**src/rtl/if_fetch_pkg.sv**
```systemverilog
// Shared widths, reset PC, NOP encoding and fetch FSM states for the
// instruction-fetch stage.
package if_fetch_pkg;

  localparam int INST_BUS = 32;
  localparam int ADDR_BUS = 64;
  localparam int DATA_BUS = 64;

  localparam logic [ADDR_BUS-1:0] RESET_PC = 64'h8000_0000;
  localparam logic [INST_BUS-1:0] NOP_INST = 32'h0000_0013;

  typedef enum logic [1:0] {
    IF_ST_REQ  = 2'd0,
    IF_ST_WAIT = 2'd1,
    IF_ST_HOLD = 2'd2
  } if_state_e;

  // Bus reads are always 64-bit aligned; the low PC bits only pick the half.
  function automatic logic [ADDR_BUS-1:0] line_addr(input logic [ADDR_BUS-1:0] pc);
    return {pc[ADDR_BUS-1:3], 3'b000};
  endfunction

endpackage

```
**src/rtl/if_inst_sel.sv**
```systemverilog
// Combinational 64->32 half-select of a fetched bus word, chosen by pc[2].
module if_inst_sel
  import if_fetch_pkg::*;
(
  input  logic [DATA_BUS-1:0] data,
  input  logic                hi_sel,
  output logic [INST_BUS-1:0] inst
);

  assign inst = hi_sel ? data[DATA_BUS-1:INST_BUS] : data[INST_BUS-1:0];

endmodule

```
**src/rtl/if_fetch.sv**
```systemverilog
// Instruction-fetch stage: PC, single outstanding bus read, stale-response
// discard on redirect. Optional misaligned-fetch fault under IF_MISALIGN_TRAP_EN.
module if_fetch
  import if_fetch_pkg::*;
(
  input  logic                clk,
  input  logic                rst,
  output logic                ifetch_req_valid,
  input  logic                ifetch_req_ready,
  output logic [ADDR_BUS-1:0] ifetch_addr,
  input  logic                ifetch_resp_valid,
  input  logic [DATA_BUS-1:0] ifetch_resp_data,
  input  logic                redirect_valid,
  input  logic [ADDR_BUS-1:0] redirect_pc,
  output logic [INST_BUS-1:0] inst,
  output logic                inst_valid,
  output logic [ADDR_BUS-1:0] inst_pc,
`ifdef IF_MISALIGN_TRAP_EN
  output logic                if_fault,
`endif
  input  logic                id_ready
);

  if_state_e           state, state_n;
  logic [ADDR_BUS-1:0] pc, pc_n;
  logic [ADDR_BUS-1:0] addr_q, addr_n;
  logic                discard, discard_n;
  logic                load_inst, load_fault;
  logic                misalign;
  logic [INST_BUS-1:0] sel_inst;

  // A stale request already on the bus must still complete, so the fault
  // path is only taken once no discard is pending.
`ifdef IF_MISALIGN_TRAP_EN
  assign misalign = (pc[1:0] != 2'b00) && !discard;
`else
  assign misalign = 1'b0;
`endif

  assign ifetch_req_valid = (state == IF_ST_REQ) && !misalign;
  assign ifetch_addr      = addr_q;

  if_inst_sel u_inst_sel (
    .data   (ifetch_resp_data),
    .hi_sel (pc[2]),
    .inst   (sel_inst)
  );

  // NOTE: every signal written here gets a default first, so no path through
  // the case statement can leave one unassigned and infer a latch.
  always_comb begin
    state_n    = state;
    pc_n       = pc;
    discard_n  = discard;
    load_inst  = 1'b0;
    load_fault = 1'b0;
    case (state)
      IF_ST_REQ: begin
        if (redirect_valid) begin
          pc_n = redirect_pc;
          if (!misalign) begin
            discard_n = 1'b1;
            if (ifetch_req_ready) state_n = IF_ST_WAIT;
          end
        end else if (misalign) begin
          load_fault = 1'b1;
          state_n    = IF_ST_HOLD;
        end else if (ifetch_req_ready) begin
          state_n = IF_ST_WAIT;
        end
      end
      IF_ST_WAIT: begin
        if (redirect_valid) begin
          pc_n = redirect_pc;
          if (ifetch_resp_valid) begin
            discard_n = 1'b0;
            state_n   = IF_ST_REQ;
          end else begin
            discard_n = 1'b1;
          end
        end else if (ifetch_resp_valid) begin
          if (discard) begin
            discard_n = 1'b0;
            state_n   = IF_ST_REQ;
          end else begin
            load_inst = 1'b1;
            state_n   = IF_ST_HOLD;
          end
        end
      end
      IF_ST_HOLD: begin
        if (redirect_valid) begin
          pc_n    = redirect_pc;
          state_n = IF_ST_REQ;
        end else if (id_ready) begin
          pc_n    = pc + 64'd4;
          state_n = IF_ST_REQ;
        end
      end
      default: state_n = IF_ST_REQ;
    endcase
  end

  // The address of an offered-but-unaccepted request is frozen; otherwise it
  // follows the PC so the next REQ presents the right line.
  assign addr_n = (ifetch_req_valid && !ifetch_req_ready) ? addr_q : line_addr(pc_n);

  // NOTE: state registers use non-blocking assignments so every flop samples
  // the pre-edge values regardless of statement order.
  always_ff @(posedge clk or posedge rst) begin
    if (rst) begin
      state      <= IF_ST_REQ;
      pc         <= RESET_PC;
      addr_q     <= line_addr(RESET_PC);
      discard    <= 1'b0;
      inst       <= '0;
      inst_pc    <= '0;
      inst_valid <= 1'b0;
    end else begin
      state      <= state_n;
      pc         <= pc_n;
      addr_q     <= addr_n;
      discard    <= discard_n;
      inst_valid <= (state_n == IF_ST_HOLD);
      if (load_inst) begin
        inst    <= sel_inst;
        inst_pc <= pc;
      end else if (load_fault) begin
        inst    <= NOP_INST;
        inst_pc <= pc;
      end
    end
  end

`ifdef IF_MISALIGN_TRAP_EN
  always_ff @(posedge clk or posedge rst) begin
    if (rst) begin
      if_fault <= 1'b0;
    end else if (load_fault) begin
      if_fault <= 1'b1;
    end else if (state_n != IF_ST_HOLD) begin
      if_fault <= 1'b0;
    end
  end
`endif

endmodule

```
**config.mk**
```make
export PLATFORM = sky130hd
export DESIGN_NAME = if_fetch
export DESIGN_NICKNAME = d
export VERILOG_FILES = /design/src/rtl/if_fetch_pkg.sv /design/src/rtl/if_inst_sel.sv /design/src/rtl/if_fetch.sv
export SDC_FILE = /design/constraint.sdc
export NUM_CORES = 1
export LEC_CHECK = 0
export CORE_UTILIZATION = 45
export DETAILED_ROUTE_END_ITERATION = 10
export PLACE_DENSITY = 0.74
export SYNTH_ARGS = -nofsm -noshare
export SYNTH_HDL_FRONTEND = slang
export SYNTH_SLANG_ARGS = --single-unit
```
**constraint.sdc**
```tcl
create_clock -name clk -period 13.9 [get_ports clk]
set_input_delay 1.39 -clock clk [delete_from_list [all_inputs] [get_ports clk]]
set_output_delay 1.39 -clock clk [all_outputs]
set_load 0.01 [all_outputs]
```
======== After elaboration in Yosys (flattened, before gate mapping) ========
Cells that the tools add are included.
cells by class
  equal/unequal tests ..................... 7
  add/sub/neg operators ................... 1
  muxes and demuxes ....................... 24
  reduce and logical (&&, ||, !) cells .... 8
operators with widths
  kind                                                    number
  2-to-1 mux 64 bit                                       4
  case mux 64 bit (2 select lines)                        1
  adder 64 x 3 -> 64 bit (second input constant)          1
  2-to-1 mux 32 bit                                       2
  2-to-1 mux 2 bit                                        7
  2-to-1 mux 1 bit                                        8
  inequality test 3 bit (second input constant)           2
  case mux 2 bit (3 select lines)                         1
  AND reduction 3 bit                                     2
  equality test 2 bit (second input constant)             2
  inequality test 2 x 1 -> 1 bit (second input constant)  2
  nonzero test 2 bit                                      2
  equality test 2 x 1 -> 1 bit (second input constant)    1
  logical NOT 2 bit                                       1
  case mux 1 bit (2 select lines)                         1
  OR reduction 2 bit                                      1
  logical AND 1 bit                                       1
  logical NOT 1 bit                                       1
word-level totals
  word-level logic and storage cells ...... 48
  output and inout port bits .............. 162
  register bits after elaboration ......... 225

======== Longest topological paths before layout ========
Gate-level depths: netlist (run 1).
  word-level depth ........................ 5
  mapped depth ............................ 9
  gate-level depth less buffers ........... 7

======== By module ========
Synthesis (run 1) repeated with hierarchy kept, for this count alone.
unflattened totals
  cell total of the unflattened synthesis .. 1124
  area, all modules ....................... 11878.9 sq um
by module, submodules not included
  module       cells an instance  area an instance (sq um)  seq. area each (sq um)  instances
  if_fetch     1088               11334.6                   5632.9                  1
  if_inst_sel  36                 544.3                     0.0                     1

======== Least setup slack after synthesis (run 1) ========
OpenSTA, ideal clock, no wires.
  path kind ............................... in2reg
  start ................................... in id_ready
  end ..................................... reg pc[51]
  setup slack ............................. 10.589 ns
  path buffers ............................ 0
  cell stages on the path ................. 6
  arrival time ............................ 3.175 ns
  required time ........................... 13.764 ns
  path through ............................ nand4_2 nor4_1 nand3_1 nor3_1 nor3b_1 or3b_2
between the ends
  word-level cells in the longest chain between the ends .. 3
ends and longest elaborated chain
  element                           RTL line         RTL
  from (decl)                       if_fetch.sv:21   input logic id_ready
  2-to-1 mux 64 bit                 if_fetch.sv:95   end else if (id_ready) begin
  2-to-1 mux 64 bit                 if_fetch.sv:92   if (redirect_valid) begin
  case mux 64 bit (2 select lines)  if_fetch.sv:57   case (state)
  via pc_n[51]                      if_fetch.sv:25   logic [ADDR_BUS-1:0] pc, pc_n;
  to (signal assigned)              if_fetch.sv:121  pc <= pc_n;
  to (decl)                         if_fetch.sv:25
The timed path passes the listed nets, and every way through them passes these cells. The select of a mux whose other input is x is not followed.
A chain may end at the register's enable or synchronous reset.

======== Worst setup path in the final report (run 1) ========
  start ................................... reg pc[2]
  end ..................................... reg addr_q[56], in the netlist ifetch_addr[56]
between the ends
  word-level cells in the longest chain between the ends .. 4
ends and longest elaborated chain
  element                           RTL line         RTL
  adder 64 x 3 -> 64 bit            if_fetch.sv:96   pc_n = pc + 64'd4;
  2-to-1 mux 64 bit                 if_fetch.sv:95
  2-to-1 mux 64 bit                 if_fetch.sv:92
  case mux 64 bit (2 select lines)  if_fetch.sv:57
  via pc_n[56]                      if_fetch.sv:25
  to (signal assigned)              if_fetch.sv:114  addr_q <= line_addr(RESET_PC);
  to (signal assigned)              if_fetch.sv:122  addr_q <= addr_n;
  to (decl)                         if_fetch.sv:26   logic [ADDR_BUS-1:0] addr_q, addr_n;
The timed path passes the listed nets, and every way through them passes these cells. The select of a mux whose other input is x is not followed.

==> impl_results.md, run 1 <==
- Yosys top cell by area: dfrtp_1
- Final WL: approximately 40 mm
- VDD IR-drop max: 0.0000986 V
- Clock tree buffer depth: 3
- CP startpoint kind: register
- Routed wl met3: 3.58 mm
- Syn Area/Cell: between 9 and 10 sq um
- Post-layout min period: ~4 ns
- Yosys top cell area share: between 40 and 50%
- Outcome: finished clean
- Filler cell count: ~2100
- Die ar.: between 20000 and 30000 sq um
- Post-route design area: approximately 16000 sq um
- Final core occ: around three fifths
- XOR/XNOR Fraction of Synth Area: less than 1%
- Initial antenna violation count: 1
- Final setup viols: 0
- Num rows: a little under 60
- Share of the yosys chip area belonging to registers: a little under 50%
- Routed via count: between 10000 and 15000
- Rel. slew slack: ~23%
- Sw frac: a little under a third
- Final Net Count: roughly 1600
- Die height: ~160 um
- RSZ-0062 raised after global routing: no
- Hold EP: pc[1]$_DFFE_PP0P_
- WP data required: between 10 and 15 ns
- Part of the power in registers: between 40% and 50%
- Pwr Density: around 160 nW/um^2
- Fmax: 249 MHz
- Clk root buf: clkbuf_16
- Clock skew: about 0.028 ns
- Worst R2R Setup Slack: 9.88 ns
- Reg2reg path depth: 7
- Per-cell routed wire length: between 20 and 25 um
- PortBufs: ~290
- Pin count of the biggest net entering global routing: 97
- Via density: 6.07
- Most frequent cells in the layout: clkdlybuf4s50_1, dfrtp_1, nand2_1, mux2_2, o21ai_0
- Final worst path period share: ~29%
- DR iter-0 viols: between 1000 and 1500
- Synth unique cells: 79
- Std-Cell Core Area: 25300 sq um
- DRC Markers: 0
- TritonCTS Buffers: 24
- Post-synth EDFFs: 0
- First-pass GRT wire length: just over 60 mm
- Total congestion overflow: 0
- Top FF cell, synth: dfrtp_1
- Comb pwr share: 33.8%
- Setup Fix Bufs, Post-CTS: 0
- Total area of sequential cells: 5640 sq um
- Pleak: 6.41 nW
- Chip width: roughly 160 um
- Final Non-Filler Cells: approximately 1800
- Hpwl dp: 28.6 mm
- Clk sinks: approximately 230
- Share of layout cells above drive strength 1: between 10% and 20%
- Least-Margin Pin Slew: between 1 and 1.5 ns
- Post-DRT Antenna Nets: 0
- DRT Pass-1 Iters: 6
- Area of the multi-input gates: approximately 5600 sq um
- Post-synthesis mux area share: 13.7%
- IO Count: between 200 and 300
- Max-slew violation count: 0
- Synthesized flop and latch total: 225
- Post_cts resized: 0
- Fin. Hold Viols: 0
- All-Layer GR Usage: a little under a third
- Clock-pin slew on the worst setup and hold paths: around 0.060 ns
- Final setup TNS: 0 ns
- Switching power: slightly below 800 uW
- Pre-CTS setup slack: 9.46 ns
- Hold Startpoint: pc[1]$_DFFE_PP0P_
- Max-cap violations: 0
- Kind of critical path: reg -> reg
- Path type of the worst min-delay path: reg -> reg
- Final worst-path setup slack: between 9 and 10 ns
- Clk_lat worst skew: between 0.5 and 0.6 ns
- Fraction of the mapped netlist area in adder cells: less than 1%
- Largest cells by area after synthesis: dfrtp_1, mux2_2, nand2_1
- FF-to-FF End: ifetch_addr[56]$_DFFE_PP0N_
- DP Cell Count: between 1500 and 2000
- DR WL met2: around 19 mm
- Synth Warn #: 0
- Initial Utilization: a little under half
- Ys async rst share: 100%
- Area after DPL: 14800 sq um
- M1 wire length: around 17 mm
- CTS tree: done
- Internal: roughly 1.7 mW
- Area growth syn-to-layout: 33.5%
- Crit. End Element: register
- Synth Area in Compound Gates: between 10% and 20%
- Clock power share: 26.0%
- Simple-gate share of the synthesized area: 18.3%
- CP Max Fanout: 40
- Worst hold path stage count: 2
- FF-to-FF Start: pc[2]$_DFFE_PP0P_
- Crit path DAT: 4.49 ns
- Top sig layer: met4
- Post-synth design cell area: 11700 sq um
- Htree depth: 1
- Global placement routability congestion: 0.909
- Hold Slack: approximately 0.47 ns
- Commonest non-fill, non-tap cell in the layout: clkdlybuf4s50_1
- Overall Power: around 2.5 mW
- Vias in the first global route: approximately 10000
- Synth Instances: ~1200
- Largest family of logic cells by synthesized area: simple AND/OR/NAND/NOR gates
- Hold buffer count at CTS: 0
worst max-delay path by stage:
stage	to	startpoint	slack [ns]
2_1_floorplan	discard$_DFFE_PP0P_	rst	6.35
3_3_place_gp	ifetch_addr[34]$_DFFE_PP0N_	id_ready	9.52
3_5_place_dp	ifetch_addr[34]$_DFFE_PP0N_	id_ready	9.46
4_1_cts	ifetch_addr[34]$_DFFE_PP0N_	id_ready	10.0
5_1_grt	ifetch_addr[56]$_DFFE_PP0N_	pc[2]$_DFFE_PP0P_	9.77
6_report	ifetch_addr[56]$_DFFE_PP0N_	pc[2]$_DFFE_PP0P_	9.88
logic make-up (layout without fill, tap and decap cells):
| family | Yosys count | after routing |
|---|---|---|
| flip-flops | 225 | 225 |
| other | 1 | 4 |
| AO/OA/AOI/OAI | 271 | 271 |
| multiplexers | 147 | 147 |
| XOR/XNOR | 2 | 2 |
| buffers and inverters | 113 | 372 |
| adder cells (fa/ha/maj) | 1 | 1 |
| AND/OR/NAND/NOR | 425 | 425 |
synthesized netlist by cell type (15+ instances only):
| cell | count |
|---|---|
| nand4_1 | 35 |
| nor2_1 | 79 |
| nand3_1 | 43 |
| mux2_2 | 104 |
| o21ai_0 | 87 |
| nand2b_1 | 17 |
| inv_1 | 19 |
| and3_1 | 17 |
| buf_1 | 15 |
| a21oi_1 | 47 |
| nor3_1 | 24 |
| dfrtp_1 | 223 |
| nand2_1 | 133 |
| mux2i_1 | 42 |
| nor4_1 | 23 |
| clkbuf_1 | 63 |
registers in the layout (all words and copies together) (netlist names):
name / flops
pc: 64
inst: 32
state: 2
inst_valid: 1
ifetch_addr: 61
discard: 1
inst_pc: 64
metal layers:
metal / GRT usage [%] / vias to the layer above
li1: - / 4876
met1: 41.7 / 5250
met4: 10.2 / 0
met2: 49.2 / 586
met5: 0 / -
met3: 4.75 / 69
power by group through the flow:
stage	registers, mW	logic, mW	clock network, mW
floorplan	1.03	0.311	0
global placement	1.00	0.826	0
detailed placement	1.00	0.839	0
CTS	0.996	0.843	0.658
global route	1.02	0.900	0.686
finish	0.996	0.837	0.645
worst max-delay path, stage by stage, from the launching register on:
cell	delay, ns
dfrtp_2	1.07
ha_1	0.39
nand3_1	0.27
nor4_1	0.70
nand4_1	0.61
o31a_1	0.48
a211oi_1	0.26
mux2_2	0.20
final cells by class:
| class | instances | share of cell area (%) |
|---|---|---|
| clock inverter | 7 | 0.457 |
| multi-input combinational | 849 | 36.0 |
| clock buffer | 35 | 4.70 |
| inverter | 20 | 0.529 |
| antenna | 1 | 0.0160 |
| tap | 330 | 2.65 |
| timing repair buffer | 310 | 19.6 |
| sequential | 225 | 36.1 |
(Power assumes the default switching activity.)
==> run 2, diff against run 1 <==
Settings changed: PLACE_DENSITY 0.74 to 0.77.
Clock period 13.9 ns to 3.6 ns, I/O delays scaled along.
==> run 2 against run 1 <==
First-iteration DRC count up 13%; combinational power rose to 4.0 times the previous value; highest routed layer unchanged; die area unchanged; largest cell class unchanged; register-to-register slack lost 9.2 ns; critical endpoint is now ifetch_addr[42]$_DFFE_PP0N_; flip-flop and latch count unchanged.
==> impl_results.md, run 2 (same netlist as run 1, synthesis figures left out) <==
- Internal: 6.70 mW (+290%)
- Rel. slew slack: 40.9% (+18 points)
- All-Layer GR Usage: 30.5% (+0.070 points)
- DP Cell Count: 1762 (+1.6%)
- Least-Margin Pin Slew: 0.884 ns (-0.272 ns)
- Post-route design area: 15900 sq um (+1.9%)
- Global placement routability congestion: 1.01 (+11%)
- DRT Pass-1 Iters: 6 (unchanged)
- Hold Slack: 0.303 ns (-0.172 ns)
- Fin. Hold Viols: 0 (unchanged)
- IO Count: 296 (unchanged)
- Initial antenna violation count: 0 (-1)
- DR iter-0 viols: 1181 (+13%)
- Vias in the first global route: 10900 (+3.9%)
- Fmax: 343 MHz (+38%)
- Kind of critical path: reg -> reg
- CP Max Fanout: 10 (-75%)
- Hold buffer count at CTS: 0 (unchanged)
- Post-DRT Antenna Nets: 0 (unchanged)
- Max-cap violations: 0 (unchanged)
- Switching power: 3.03 mW (+290%)
- Pre-CTS setup slack: 0.598 ns (-8.86 ns)
- Total congestion overflow: 0 (unchanged)
- ANT cells: 0 (-1)
- Final worst-path setup slack: 0.689 ns (-9.19 ns)
- Final worst path period share: 80.9% (+52 points)
- Pin count of the biggest net entering global routing: 86 (-11%)
- Die height: 163 um (unchanged)
- Sw frac: 31.1% (-0.15 points)
- Most frequent cells in the layout: clkdlybuf4s50_1, dfrtp_1, nand2_1, mux2_2, o21ai_0
- First-pass GRT wire length: 62.3 mm (+0.82%)
- Final Non-Filler Cells: 1804 (+1.5%)
- CTS tree: done
- Per-cell routed wire length: 22.7 um (-0.67%)
- Clk_lat worst skew: 0.53 ns (about the same)
- Die ar.: 26600 sq um (unchanged)
- Comb pwr share: 34.0% (+0.2 points)
- Chip width: 163 um (unchanged)
- Commonest non-fill, non-tap cell in the layout: clkdlybuf4s50_1
- Crit path DAT: 3.37 ns (-1.12 ns)
- VDD IR-drop max: 0.000371 V (+280%)
- Clk sinks: 225 (unchanged)
- Clock tree buffer depth: 3 (unchanged)
- Initial Utilization: 46.2% (unchanged)
- Std-Cell Core Area: 25300 sq um (unchanged)
- Hpwl dp: 29.7 mm (+4.0%)
- Via density: 6.17 (+1.7%)
- Clock-pin slew on the worst setup and hold paths: 0.06 ns (about the same)
- Setup Fix Bufs, Post-CTS: 0 (unchanged)
- Crit. End Element: register
- PortBufs: 292 (unchanged)
- Final Net Count: 1593 (+1.8%)
- WP data required: 4.06 ns (-10.30 ns)
- Outcome: finished clean
- RSZ-0062 raised after global routing: no
- Final setup TNS: 0 ns (unchanged)
- Clock skew: 0.0229 ns (-0.00475 ns)
- Num rows: 58 (unchanged)
- Max-slew violation count: 0 (unchanged)
- Area after DPL: 15100 sq um (+1.9%)
- Clk root buf: clkbuf_16
- Part of the power in registers: 39.4% (-0.8 points)
- Pwr Density: 612 nW/um^2 (+290%)
- DRC Markers: 0 (unchanged)
- Post-layout min period: 2.91 ns (-1.11 ns)
- Final WL: 40.9 mm (+0.84%)
- Post_cts resized: 0 (unchanged)
- CP startpoint kind: register
- Area growth syn-to-layout: 36.0%
- Path type of the worst min-delay path: in -> async
- Clock power share: 26.6% (+0.6 points)
- Routed via count: 11100 (+3.2%)
- Share of layout cells above drive strength 1: 15.1% (+1.4 points)
- Pleak: 6.59 nW (+2.8%)
- TritonCTS Buffers: 24 (unchanged)
- Final setup viols: 0 (unchanged)
- Htree depth: 1 (unchanged)
## run 2: cell types whose count changed in the layout (fill, tap and decap cells not counted), sizes merged
cell	previous run	this run
clkinv	4	5
buf	19	47
clkbuf	35	33
bufinv	1	3
clkinvlp	3	2
diode	1	0
## run 2: path summary, 6_finish.rpt
kind	from	end	cells past startpoint	slack, ns
worst max-delay path	pc[3]$_DFF_PP0_	ifetch_addr[42]$_DFFE_PP0N_	8	0.69
worst min-delay path	rst	pc[1]$_DFFE_PP0P_	2	0.30
worst max register to register	pc[3]$_DFF_PP0_	ifetch_addr[42]$_DFFE_PP0N_	8	0.69
worst min register to register	ifetch_addr[5]$_DFFE_PP0N_	ifetch_addr[5]$_DFFE_PP0N_	2	0.47
max in group asynchronous	rst	pc[31]$_DFF_PP1_	3	2.34
min in group clk	redirect_pc[0]	pc[0]$_DFFE_PP0P_	3	0.38
## run 2: power groups by stage
stage | Combinational [mW] | Clock [mW] | Sequential [mW]
floorplan | 1.20 | 0 | 3.99
global placement | 3.26 | 0 | 3.84
detailed placement | 3.31 | 0 | 3.86
CTS | 3.33 | 2.62 | 3.83
global route | 3.55 | 2.73 | 3.92
finish | 3.31 | 2.59 | 3.83
## run 2: final cells by class
type,count,area (sq um)
fill,2111,9430
sequential,225,5640
multi-input combinational,849,5610
timing repair buffer,338,3340
clock buffer,33,696
tap,330,413
clock inverter,9,126
inverter,20,78.8
## run 2: critical path, stage by stage, from the launching register on
cell      delay, ns
dfrtp_1        0.46
ha_1           0.27
nand3_1        0.28
nor4_1         0.30
buf_4          0.20
and4_1         0.53
a311oi_1       0.17
a311oi_1       0.41
mux2_2         0.23
## run 2: metrics by stage
step	utilization (%)	power (mW)
final	62.8	9.72
after floorplan	-	5.19
after detailed placement	59.5	7.16
after global routing	62.8	10.2
after CTS	62.8	9.78
after global placement	59.5	7.09
## run 2: per-layer routing
metal  share of wire, %  global-route usage, %  routed length, um  vias to the layer above
li1                   -                      -                  -                     4920
met1                 41                   41.0              16700                     5384
met2                 46                   49.5              18900                      712
met3                9.7                   5.18               3970                      114
met4                3.2                   11.2               1320                        0
met5                  0                      0                  0                        -
==> run 3, diff against run 2 <==
Settings changed: PLACE_DENSITY 0.77 to 0.74.
Clock period 3.6 ns to 2.7 ns, I/O delays scaled along.
==> run 3 against run 2 <==
Clock power rose by 34%; register-to-register slack got worse by 0.61 ns; cell count is 4.8% higher; critical endpoint is now ifetch_addr[62]$_DFFE_PP0N_; utilization is 2.8 points higher; non-clock buffer count is 85 higher; clock-buffer cell count shrank 1; power rose by 35%; final area grew 4.5%; worst hold slack worse by 0.25 ns; setup slack lost 0.61 ns.
==> impl_results.md, run 3 (same netlist as run 1, synthesis figures left out) <==
- Final WL: 42.6 mm (+4.1%)
- Std-Cell Core Area: 25300 sq um (unchanged)
- Final worst-path setup slack: 0.0830 ns (-0.606 ns)
- Final setup viols: 0 (unchanged)
- Vias in the first global route: 10900 (+0.71%)
- CP startpoint kind: register
- Pin count of the biggest net entering global routing: 87 (+1.2%)
- Max-slew violation count: 0 (unchanged)
- Worst R2R Setup Slack: 0.08 ns (-0.61 ns)
- Initial Utilization: 46.2% (unchanged)
- CTS tree: done
- Least-Margin Pin Slew: 0.917 ns (+0.0331 ns)
- Post-DRT Antenna Nets: 0 (unchanged)
- Area of the multi-input gates: 5630 sq um (+0.31%)
- DRC Markers: 0 (unchanged)
- Global Route met1 Usage: 43.1% (+2.2 points)
- Commonest non-fill, non-tap cell in the layout: clkdlybuf4s50_1
- DR iter-0 viols: 1164 (-1.4%)
- VDD IR-drop max: 0.000573 V (+54%)
- Pleak: 7.03 nW (+6.7%)
- Outcome: finished clean
- Post_cts resized: 0 (unchanged)
- Routed via count: 11400 (+2.5%)
- Crit path DAT: 3.02 ns (-0.35 ns)
- Most frequent cells in the layout: clkdlybuf4s50_1, dfrtp_1, nand2_1, buf_4, mux2_2
- Hold buffer count at CTS: 0 (unchanged)
- Die height: 163 um (unchanged)
- Total area of sequential cells: 5640 sq um (unchanged)
- Final Net Count: 1679 (+5.4%)
- Via density: 6.03 (-2.2%)
- Final Non-Filler Cells: 1891 (+4.8%)
- DP Cell Count: 1847 (+4.8%)
- Pwr Density: 791 nW/um^2 (+29%)
- Num rows: 58 (unchanged)
- First-pass GRT wire length: 64.2 mm (+3.0%)
- Clk_lat worst skew: 0.52 ns (about the same)
- Kind of critical path: reg -> reg
- Filler cell count: 2047 (-3.0%)
- Cell family with most CP delay: simple AND/OR/NAND/NOR gates
- Fmax: 382 MHz (+11%)
- Clock tree buffer depth: 3 (unchanged)
- Top Usage Layer GRT: met2
- Met3 global-route usage: 4.11% (-1.1 points)
- Critical path buffers and inverters: 0 (-1)
- DRT Pass-1 Iters: 6 (unchanged)
- Rel. slew slack: 38.7% (-2.2 points)
- Crit. End Element: register
- WP data required: 3.10 ns (-0.96 ns)
- All-Layer GR Usage: 31.8% (+1.3 points)
- CP Max Fanout: 5 (-5)
- Clock skew: 0.0135 ns (-0.00940 ns)
- Per-cell routed wire length: 22.5 um (-0.68%)
- Clock-pin slew on the worst setup and hold paths: 0.06 ns (about the same)
- PortBufs: 292 (unchanged)
- Crit-path cells: nand4_4, or4_4, or3_4, or3b_1, o311a_1, mux2_4
- Htree depth: 1 (unchanged)
- Chip width: 163 um (unchanged)
- Max-cap violations: 0 (unchanged)
- Largest stage delay on the critical path: 0.56 ns (+0.03 ns)
- Total congestion overflow: 0 (unchanged)
- Share of layout cells above drive strength 1: 20.1% (+4.9 points)
- Post-layout min period: 2.62 ns (-0.294 ns)
- Path type of the worst min-delay path: in -> async
- Worst path slowest cell: or4_4
- Setup Fix Bufs, Post-CTS: 0 (unchanged)
- Area growth syn-to-layout: 42.1%
- Pre-CTS setup slack: -0.00133 ns (-0.599 ns)
- Initial antenna violation count: 1 (+1)
- Hpwl dp: 31.8 mm (+7.1%)
- IO Count: 296 (unchanged)
- TritonCTS Buffers: 25 (+4.2%)
- Global placement routability congestion: 0.962 (-4.6%)
- Clk sinks: 225 (unchanged)
- Final worst path period share: 96.9% (+16 points)
- Global routing usage on met2: 51.7% (+2.3 points)
- Clk root buf: clkbuf_16
- Die ar.: 26600 sq um (unchanged)
- Fin. Hold Viols: 0 (unchanged)
==> run 3: stage by stage <==
stage               instance area [sq um]  utilization [%]  hold WS [ns]  TNS (ns)  total power, mW
floorplan                           11700                -         0.375   -112.92             6.92
global placement                    15800             62.2         0.457         0             9.61
detailed placement                  15800             62.2         0.462  -0.00133             9.70
CTS                                 16600             65.5        0.0519         0             13.2
global route                        16600             65.6        0.0620  -0.00123             13.8
finish                              16600             65.6        0.0570         0             13.1
==> run 3: cell type report <==
| class | instances | share of cell area, % |
|---|---|---|
| clock buffers | 32 | 4.16 |
| inverters | 20 | 0.474 |
| multi-input cells | 849 | 33.9 |
| flip-flops and latches | 225 | 33.9 |
| clock inverters | 11 | 0.889 |
| repair buffers | 423 | 24.2 |
| well taps | 330 | 2.49 |
| diodes | 1 | 0.0151 |
==> run 3: power by group <==
group / switching [mW] / total, mW / leakage [nW] / internal (mW)
Sequential: 0.641 / 4.99 / 2.75 / 4.35
Clock: 1.38 / 3.48 / 0.411 / 2.09
Combinational: 2.06 / 4.68 / 3.87 / 2.62
Total: 4.08 / 13.1 / 7.03 / 9.07
==> run 3: metal layers <==
layer  vias to the layer above  part of all wire, %
met4                         0                  3.2
met5                         -                    0
met3                        96                  8.6
met2                       645                   46
met1                      5558                   42
li1                       5108                    -
==> run 3: worst register-to-register path: cells and delay by family, from the launching register on <==
| kind | cells | cell delay (ns) |
|---|---|---|
| DFF | 1 | 0.43 |
| muxes | 1 | 0.26 |
| AOI/OAI and AO/OA | 1 | 0.37 |
| and+or+nand+nor | 4 | 1.44 |
==> run 3: final timing paths <==
path	start	depth (start not counted)	end
worst min register to register	pc[1]$_DFFE_PP0P_	2	pc[1]$_DFFE_PP0P_
worst max-delay path	pc[48]$_DFF_PP0_	6	ifetch_addr[62]$_DFFE_PP0N_
min in group clk	redirect_valid	3	pc[52]$_DFF_PP0_
max in group asynchronous	rst	3	ifetch_addr[31]$_DFFE_PP1N_
worst max register to register	pc[48]$_DFF_PP0_	6	ifetch_addr[62]$_DFFE_PP0N_
worst min-delay path	rst	2	pc[5]$_DFF_PP0_
